--- config.mk ---
export PLATFORM = sky130hd
export DESIGN_NAME = bulk_in_retry_endp
export DESIGN_NICKNAME = d
export VERILOG_FILES = /design/src/rtl/bulk_in_retry_endp.sv
export SDC_FILE = /design/constraint.sdc
export NUM_CORES = 1
export LEC_CHECK = 0
export BUFFER_PORTS_ARGS = -buffer_cell sky130_fd_sc_hd__buf_2
export CAP_MARGIN = 20
export CELL_PAD_IN_SITES_DETAIL_PLACEMENT = 0
export CELL_PAD_IN_SITES_GLOBAL_PLACEMENT = 1
export CORE_ASPECT_RATIO = 1.4
export CORE_MARGIN = 2
export CORE_UTILIZATION = 44
export CTS_CLUSTER_DIAMETER = 60
export CTS_CLUSTER_SIZE = 30
export DETAILED_ROUTE_END_ITERATION = 10
export PLACE_DENSITY_LB_ADDON = 0.05
export SYNTH_ARGS = -nofsm -noshare
export SYNTH_HDL_FRONTEND = slang
export SYNTH_SLANG_ARGS = --single-unit
--- constraint.sdc ---
create_clock -name clk_i -period 13.6 [get_ports clk_i]
set_clock_uncertainty 0.2 [all_clocks]
set_input_delay 2.04 -clock clk_i [delete_from_list [all_inputs] [get_ports clk_i]]
set_output_delay 2.04 -clock clk_i [all_outputs]
set_load 0.05 [all_outputs]
--- src/rtl/bulk_in_retry_endp.sv ---
// IN bulk endpoint: byte buffer released only on host ACK so an unacknowledged
// packet is replayed, with zero-length-packet termination and a short-packet hold timer.
module bulk_in_retry_endp #(
   parameter int unsigned IN_MAXPACKETSIZE = 64,
   parameter int unsigned FIFO_DEPTH       = 128,
   parameter bit          ZLP_EN           = 1'b1,
   parameter int unsigned HOLD_TICKS       = 0
) (
   input  logic                          clk_i,
   input  logic                          rstn_i,
   input  logic                          clk_gate_i,
   input  logic                          bus_reset_i,
   input  logic [7:0]                    app_in_data_i,
   input  logic                          app_in_valid_i,
   output logic                          app_in_ready_o,
   output logic [7:0]                    in_data_o,
   output logic                          in_valid_o,
   output logic                          in_zlp_o,
   input  logic                          in_req_i,
   input  logic                          in_ready_i,
   input  logic                          in_data_ack_i,
   output logic [$clog2(FIFO_DEPTH):0]   in_level_o
);

   localparam int AW = $clog2(FIFO_DEPTH);
   localparam int PW = $clog2(IN_MAXPACKETSIZE) + 1;
   localparam int HW = (HOLD_TICKS > 0) ? $clog2(HOLD_TICKS + 1) : 1;

   localparam logic [AW:0]   DEPTH_C   = (AW + 1)'(FIFO_DEPTH);
   localparam logic [AW:0]   MPS_LVL_C = (AW + 1)'(IN_MAXPACKETSIZE);
   localparam logic [AW:0]   PTR_ONE_C = (AW + 1)'(1);
   localparam logic [PW-1:0] MPS_C     = PW'(IN_MAXPACKETSIZE);
   localparam logic [PW-1:0] LEN_ONE_C = PW'(1);
   localparam logic [HW-1:0] HOLD_C    = HW'(HOLD_TICKS);
   localparam logic [HW-1:0] HOLD_ONE_C = HW'(1);

   // state    | meaning
   // IDLE     | no packet in flight; next IN token either starts a packet or is NAKed
   // SEND     | packet bytes (or a ZLP) are being presented to the SIE
   // WAIT_ACK | packet fully presented; waiting for the host ACK
   typedef enum logic [1:0] {
      ST_IDLE     = 2'd0,
      ST_SEND     = 2'd1,
      ST_WAIT_ACK = 2'd2
   } state_t;

   state_t         state_q, state_d;
   logic [AW:0]    wr_ptr_q, wr_ptr_d;
   logic [AW:0]    ack_ptr_q, ack_ptr_d;
   logic [AW:0]    rd_ptr_q, rd_ptr_d;
   logic [PW-1:0]  pkt_len_q, pkt_len_d;
   logic [PW-1:0]  left_q, left_d;
   logic           pend_q, pend_d;
   logic           zlp_due_q, zlp_due_d;
   logic [HW-1:0]  hold_q, hold_d;
   logic           in_valid_q, in_valid_d;
   logic           in_zlp_q, in_zlp_d;
   logic [7:0]     in_data_q;
   logic           rdy_en_q;
   logic [7:0]     mem_q [FIFO_DEPTH];

   logic [AW:0]    level;
   logic           full;
   logic           wr_fire;
   logic           gated_rst;
   logic           ready_tick;
   logic           ack_fire;
   logic           start_fire;

   logic [AW:0]    ack_eff;
   logic [AW:0]    lvl_eff;
   logic           pend_eff;
   logic           zlp_eff;
   logic [PW-1:0]  len_sel;
   logic           go;

   assign level          = wr_ptr_q - ack_ptr_q;
   assign full           = (level == DEPTH_C);
   assign app_in_ready_o = rstn_i & rdy_en_q & ~full;
   assign wr_fire        = app_in_valid_i & app_in_ready_o;
   assign gated_rst      = clk_gate_i & bus_reset_i;
   assign ready_tick     = clk_gate_i & in_ready_i;
   assign ack_fire       = ready_tick & in_data_ack_i & (state_q == ST_WAIT_ACK);
   assign start_fire     = ready_tick & in_req_i;

   assign in_level_o = level;
   assign in_data_o  = in_data_q;
   assign in_valid_o = in_valid_q;
   assign in_zlp_o   = in_zlp_q;

   always_comb begin
      wr_ptr_d  = wr_ptr_q;
      ack_ptr_d = ack_ptr_q;
      rd_ptr_d  = rd_ptr_q;
      pkt_len_d = pkt_len_q;
      left_d    = left_q;
      pend_d    = pend_q;
      zlp_due_d = zlp_due_q;
      hold_d    = hold_q;
      state_d   = state_q;
      ack_eff   = ack_ptr_q;
      pend_eff  = pend_q;
      zlp_eff   = zlp_due_q;
      len_sel   = pkt_len_q;
      go        = 1'b0;

      if (wr_fire) begin
         wr_ptr_d = wr_ptr_q + PTR_ONE_C;
      end

      if (wr_fire) begin
         hold_d = HOLD_C;
      end else if (clk_gate_i && (hold_q != '0)) begin
         hold_d = hold_q - HOLD_ONE_C;
      end

      // The ACK is retired first so a same-cycle IN token sees the freed buffer.
      if (ack_fire) begin
         ack_eff  = ack_ptr_q + (AW + 1)'(pkt_len_q);
         pend_eff = 1'b0;
         zlp_eff  = ZLP_EN && (pkt_len_q == MPS_C) && (wr_ptr_q == ack_eff);
         state_d  = ST_IDLE;
      end
      ack_ptr_d = ack_eff;
      pend_d    = pend_eff;
      zlp_due_d = zlp_eff;
      lvl_eff   = wr_ptr_q - ack_eff;

      if (start_fire) begin
         rd_ptr_d = ack_eff;
         go       = 1'b1;
         if (pend_eff) begin
            len_sel = pkt_len_q;
         end else if (lvl_eff >= MPS_LVL_C) begin
            len_sel = MPS_C;
         end else if ((lvl_eff != '0) && (hold_q == '0)) begin
            len_sel = lvl_eff[PW-1:0];
         end else if (zlp_eff) begin
            len_sel = '0;
         end else begin
            go = 1'b0;
         end

         if (go) begin
            pkt_len_d = len_sel;
            left_d    = len_sel;
            pend_d    = 1'b1;
            state_d   = ST_SEND;
         end else begin
            state_d   = ST_IDLE;
         end
      end else if ((state_q == ST_SEND) && ready_tick) begin
         if (left_q != '0) begin
            rd_ptr_d = rd_ptr_q + PTR_ONE_C;
            left_d   = left_q - LEN_ONE_C;
         end
         if (left_q <= LEN_ONE_C) begin
            state_d = ST_WAIT_ACK;
         end
      end

      in_valid_d = (state_d == ST_SEND) && (left_d != '0);
      in_zlp_d   = (state_d == ST_SEND) && (pkt_len_d == '0);
   end

   always_ff @(posedge clk_i) begin
      rdy_en_q <= rstn_i;
      if (!rstn_i || gated_rst) begin
         state_q    <= ST_IDLE;
         wr_ptr_q   <= '0;
         ack_ptr_q  <= '0;
         rd_ptr_q   <= '0;
         pkt_len_q  <= '0;
         left_q     <= '0;
         pend_q     <= 1'b0;
         zlp_due_q  <= 1'b0;
         hold_q     <= '0;
         in_valid_q <= 1'b0;
         in_zlp_q   <= 1'b0;
         in_data_q  <= '0;
      end else begin
         state_q    <= state_d;
         wr_ptr_q   <= wr_ptr_d;
         ack_ptr_q  <= ack_ptr_d;
         rd_ptr_q   <= rd_ptr_d;
         pkt_len_q  <= pkt_len_d;
         left_q     <= left_d;
         pend_q     <= pend_d;
         zlp_due_q  <= zlp_due_d;
         hold_q     <= hold_d;
         in_valid_q <= in_valid_d;
         in_zlp_q   <= in_zlp_d;
         in_data_q  <= mem_q[rd_ptr_q[AW-1:0]];
      end
   end

   always_ff @(posedge clk_i) begin
      if (wr_fire) begin
         mem_q[wr_ptr_q[AW-1:0]] <= app_in_data_i;
      end
   end

endmodule

==> out/summary.md <==
- area fraction of the dominant cell type after synthesis: 70.1%
- cell depth of the worst min-delay path: 2
- maximum fanout count along the critical path: 11
- starting utilization of the core area: 44.2%
- Die X: 271 um
- core area: 99200 um2
- Synth warnings: 0
- diode insertion count for antenna repair: 0
- number of synthesized flops with an enable pin: 1024
- gp weighted congestion: 0.838
- overall die area: 102000 um2
- Ports: 35
- post-CTS setup buffers: 0
- Pins Over Slew Limit: 0
- layout net count: 2634
- startpoint of the lowest-slack hold path: hold_q
- Tcrit/Tclk final: 47.1%
- PD cells: 126 nW/um2
- library cell occupying the most area in the post-synthesis netlist: sky130_fd_sc_hd__edfxtp_1
- initial antenna violation count: 5
- Area growth, synth to finish: 8.18%
- total overflow reported by the global router: 0
- Pre-Repair DR Iteration Count: 5
- total of flip-flops plus latches after synthesis: 1077
- worst hold-check slack: 0.318 ns
- # H-tree levels: 2
- sequential share of the synthesized area: 72.5%
- number of setup violations in the final report: 0
- Worst Tran Pin Value: 1.06 ns
- Worst Path Required: 13.94 ns
- post-DP HPWL: 70200 um
- number of hold violations in the final report: 0
- Syn Nets: 2656
- worst slew margin relative to its limit: 29.0%
- RSZ-0062 raised after global routing: no
- sort of element at the end of the critical path: flip-flop
- Distinct cells, synth: 78
- global-route total usage across every layer: 22.1%
- Total Neg Setup Slack: 0 ns
- reg-to-reg slack, setup: 8.16 ns
- Post-CTS Hold Fix Bufs: 0
- Chip Height: 378 um
- final routed wire length divided by cell count: 28.5 um
- Critical R2R Capture: in_data_o[4]
- Resize count post-CTS: 0
- result of the run: finished clean
- placed instance count: 3854
- Rows: 137
- clock slew seen by the registers of the worst setup and hold paths: 0.09 ns
- total standard cell area after synthesis: 43900 um2
- FFs w/ async S/R, synth: 0%
- highest achievable clock rate: 156 MHz
- synthesized instance count: 2614
- count of unresolved DRC violations after routing: 0
- clock sinks: 1077
- LEAKAGE: 13.9 nW
- clock latency at the later pin of the worst-skew pair: 0.67 ns
- number of non-filler instances in the completed layout: 3955
- first-iteration detailed-routing DRC count: 1706
- number of nets with antenna violations after routing: 0
- count of cells along the worst register-to-register path: 10
- Via density: 5.84
- max cap viols: 0
- Most used DFF post-synth: sky130_fd_sc_hd__edfxtp_1
- cells taking the most area after synthesis: sky130_fd_sc_hd__edfxtp_1 70%, sky130_fd_sc_hd__mux4_2 7.0%, sky130_fd_sc_hd__mux2i_1 4.5%, sky130_fd_sc_hd__dfxtp_1 2.4%, sky130_fd_sc_hd__a21oi_1 1.8%
- per-instance average area after synthesis: 16.8 um2
- final critical delay including setup and external delays: 6.40 ns
- most frequent cells after synthesis: 1024 x sky130_fd_sc_hd__edfxtp_1, 201 x sky130_fd_sc_hd__nor2_1, 196 x sky130_fd_sc_hd__mux2i_1
- share of post-route cells with drive strength above 1: 14.8%
- reg-to-reg critical path startpoint: rd_ptr_q[0]
- TritonCTS buffer count: 56
- wire length of the first global-routing pass: 165000 um
- classification of the worst setup path: input pin to flip-flop
- Startpoint Class: input pin
- most repeated cell in the gate-level netlist after synthesis: sky130_fd_sc_hd__edfxtp_1
- CTS tree: yes
- root buffer cell: sky130_fd_sc_hd__clkbuf_16
- final wirelength: 113000 um
- Layout Utilization: 47.8%
- number of buffers added on ports: 34
- Tightest Hold Check Type: flip-flop to flip-flop
- Worst Hold Endpoint: hold_q
- buffer levels on the longest clock path: 3
- peak supply drop: 106 uV
- Power, Total: 5.96 mW
- Arrival @ worst endpoint: 6.74 ns
- via count of the first global-routing pass: 23500
- pin count of the biggest net entering global routing: 119
- DR vias: 23100
stage by stage:
stage	cell area, um2	setup slack (ns)
2_1_floorplan	43900	7.60
3_3_place_gp	45400	6.58
3_5_place_dp	45400	6.54
4_1_cts	47500	7.25
5_1_grt	47500	6.75
6_report	47500	7.20
critical path: stages:
cell                        delay (ns)
sky130_fd_sc_hd__buf_2            0.14
sky130_fd_sc_hd__nand4b_1         0.20
sky130_fd_sc_hd__nor2_1           0.65
sky130_fd_sc_hd__mux2i_1          0.26
sky130_fd_sc_hd__inv_1            0.10
sky130_fd_sc_hd__ha_1             0.16
sky130_fd_sc_hd__inv_1            0.06
sky130_fd_sc_hd__fa_1             0.42
sky130_fd_sc_hd__and3_1           0.20
sky130_fd_sc_hd__nor3_1           0.45
sky130_fd_sc_hd__a2111oi_0        0.15
sky130_fd_sc_hd__or4_1            0.59
sky130_fd_sc_hd__nand2_1          0.12
sky130_fd_sc_hd__nor4_1           0.08
sky130_fd_sc_hd__nor2_2           0.35
sky130_fd_sc_hd__o221ai_2         0.15
sky130_fd_sc_hd__a2111oi_1        0.46
sky130_fd_sc_hd__a31oi_1          0.14
power breakdown:
| part | total (mW) | switching (mW) | internal (mW) |
|---|---|---|---|
| Sequential | 3.64 | 0.0124 | 3.63 |
| Combinational | 0.256 | 0.179 | 0.0771 |
| Clock | 2.07 | 1.19 | 0.874 |
| Total | 5.96 | 1.38 | 4.58 |
layout make-up:
| cell class | count | area [um2] |
|---|---|---|
| clock buffers | 59 | 1460 |
| clock inverters | 42 | 577 |
| inverters | 28 | 105 |
| repair buffers | 71 | 493 |
| multi-input cells | 1358 | 11300 |
| well taps | 1320 | 1650 |
| flip-flops and latches | 1077 | 31800 |
| fillers | 8404 | 51800 |
cell usage in the layout (no fill, tap or decap), types with 5 or more instances in the layout:
cell type,netlist,routed
sky130_fd_sc_hd__o221ai_1,68,68
sky130_fd_sc_hd__mux4_2,136,136
sky130_fd_sc_hd__nor3_1,12,12
sky130_fd_sc_hd__inv_1,28,28
sky130_fd_sc_hd__and2_1,11,10
sky130_fd_sc_hd__clkinv_8,0,8
sky130_fd_sc_hd__o22ai_1,64,64
sky130_fd_sc_hd__nand4_1,5,5
sky130_fd_sc_hd__a21o_1,7,7
sky130_fd_sc_hd__inv_8,0,7
sky130_fd_sc_hd__a31oi_1,7,7
sky130_fd_sc_hd__nor2_1,201,201
sky130_fd_sc_hd__clkbuf_16,0,58
sky130_fd_sc_hd__inv_12,0,6
sky130_fd_sc_hd__nor2b_1,8,8
sky130_fd_sc_hd__and3_1,10,10
sky130_fd_sc_hd__edfxtp_1,1024,1024
sky130_fd_sc_hd__o211ai_1,8,8
sky130_fd_sc_hd__mux2i_1,196,196
sky130_fd_sc_hd__or3_1,6,6
sky130_fd_sc_hd__mux2_2,64,64
sky130_fd_sc_hd__a21oi_1,159,159
sky130_fd_sc_hd__xnor2_1,21,21
sky130_fd_sc_hd__nand2_1,120,118
sky130_fd_sc_hd__buf_2,39,26
sky130_fd_sc_hd__ha_1,23,23
sky130_fd_sc_hd__a211oi_1,47,47
sky130_fd_sc_hd__o21ai_0,78,78
sky130_fd_sc_hd__buf_4,1,43
sky130_fd_sc_hd__nand3_1,26,26
sky130_fd_sc_hd__dfxtp_1,53,48
cell families after synthesis:
kind of cell    Yosys count  synth area share (%)
compound gates          483                  7.13
xor+xnor                 26                 0.551
fa+ha+maj                27                 0.816
buf+inv                 179                  1.65
flops                  1077                  72.5
mux                     396                  13.1
simple gates            426                  4.24
flip-flops by register name (all words and copies together), names as in the netlist:
register / cells
mem_q: 1024
ack_ptr_q: 8
in_data_o: 8
wr_ptr_q: 8
left_q: 7
pkt_len_q: 7
rd_ptr_q: 7
state_q: 2
hold_q: 1
in_valid_o: 1
in_zlp_o: 1
pend_q: 1
rdy_en_q: 1
zlp_due_q: 1
worst max path at each step:
stage,start,endpoint,slack [ns]
floorplan,wr_ptr_q[0],app_in_ready_o,7.60
CTS,clk_gate_i,in_valid_o,7.25
finish,clk_gate_i,in_valid_o,7.20
detailed placement,clk_gate_i,in_valid_o,6.54
global placement,clk_gate_i,in_valid_o,6.58
global route,clk_gate_i,in_valid_o,6.75
metal layers:
layer | wire length (um) | part of all wire (%) | track usage, %
met1 | 46900 | 42 | 28.7
met4 | 2530 | 2.2 | 5.15
met3 | 4310 | 3.8 | 2.59
met5 | 47 | 0.042 | 0
met2 | 59100 | 52 | 39.7
Power figures use the tool's default switching activity.
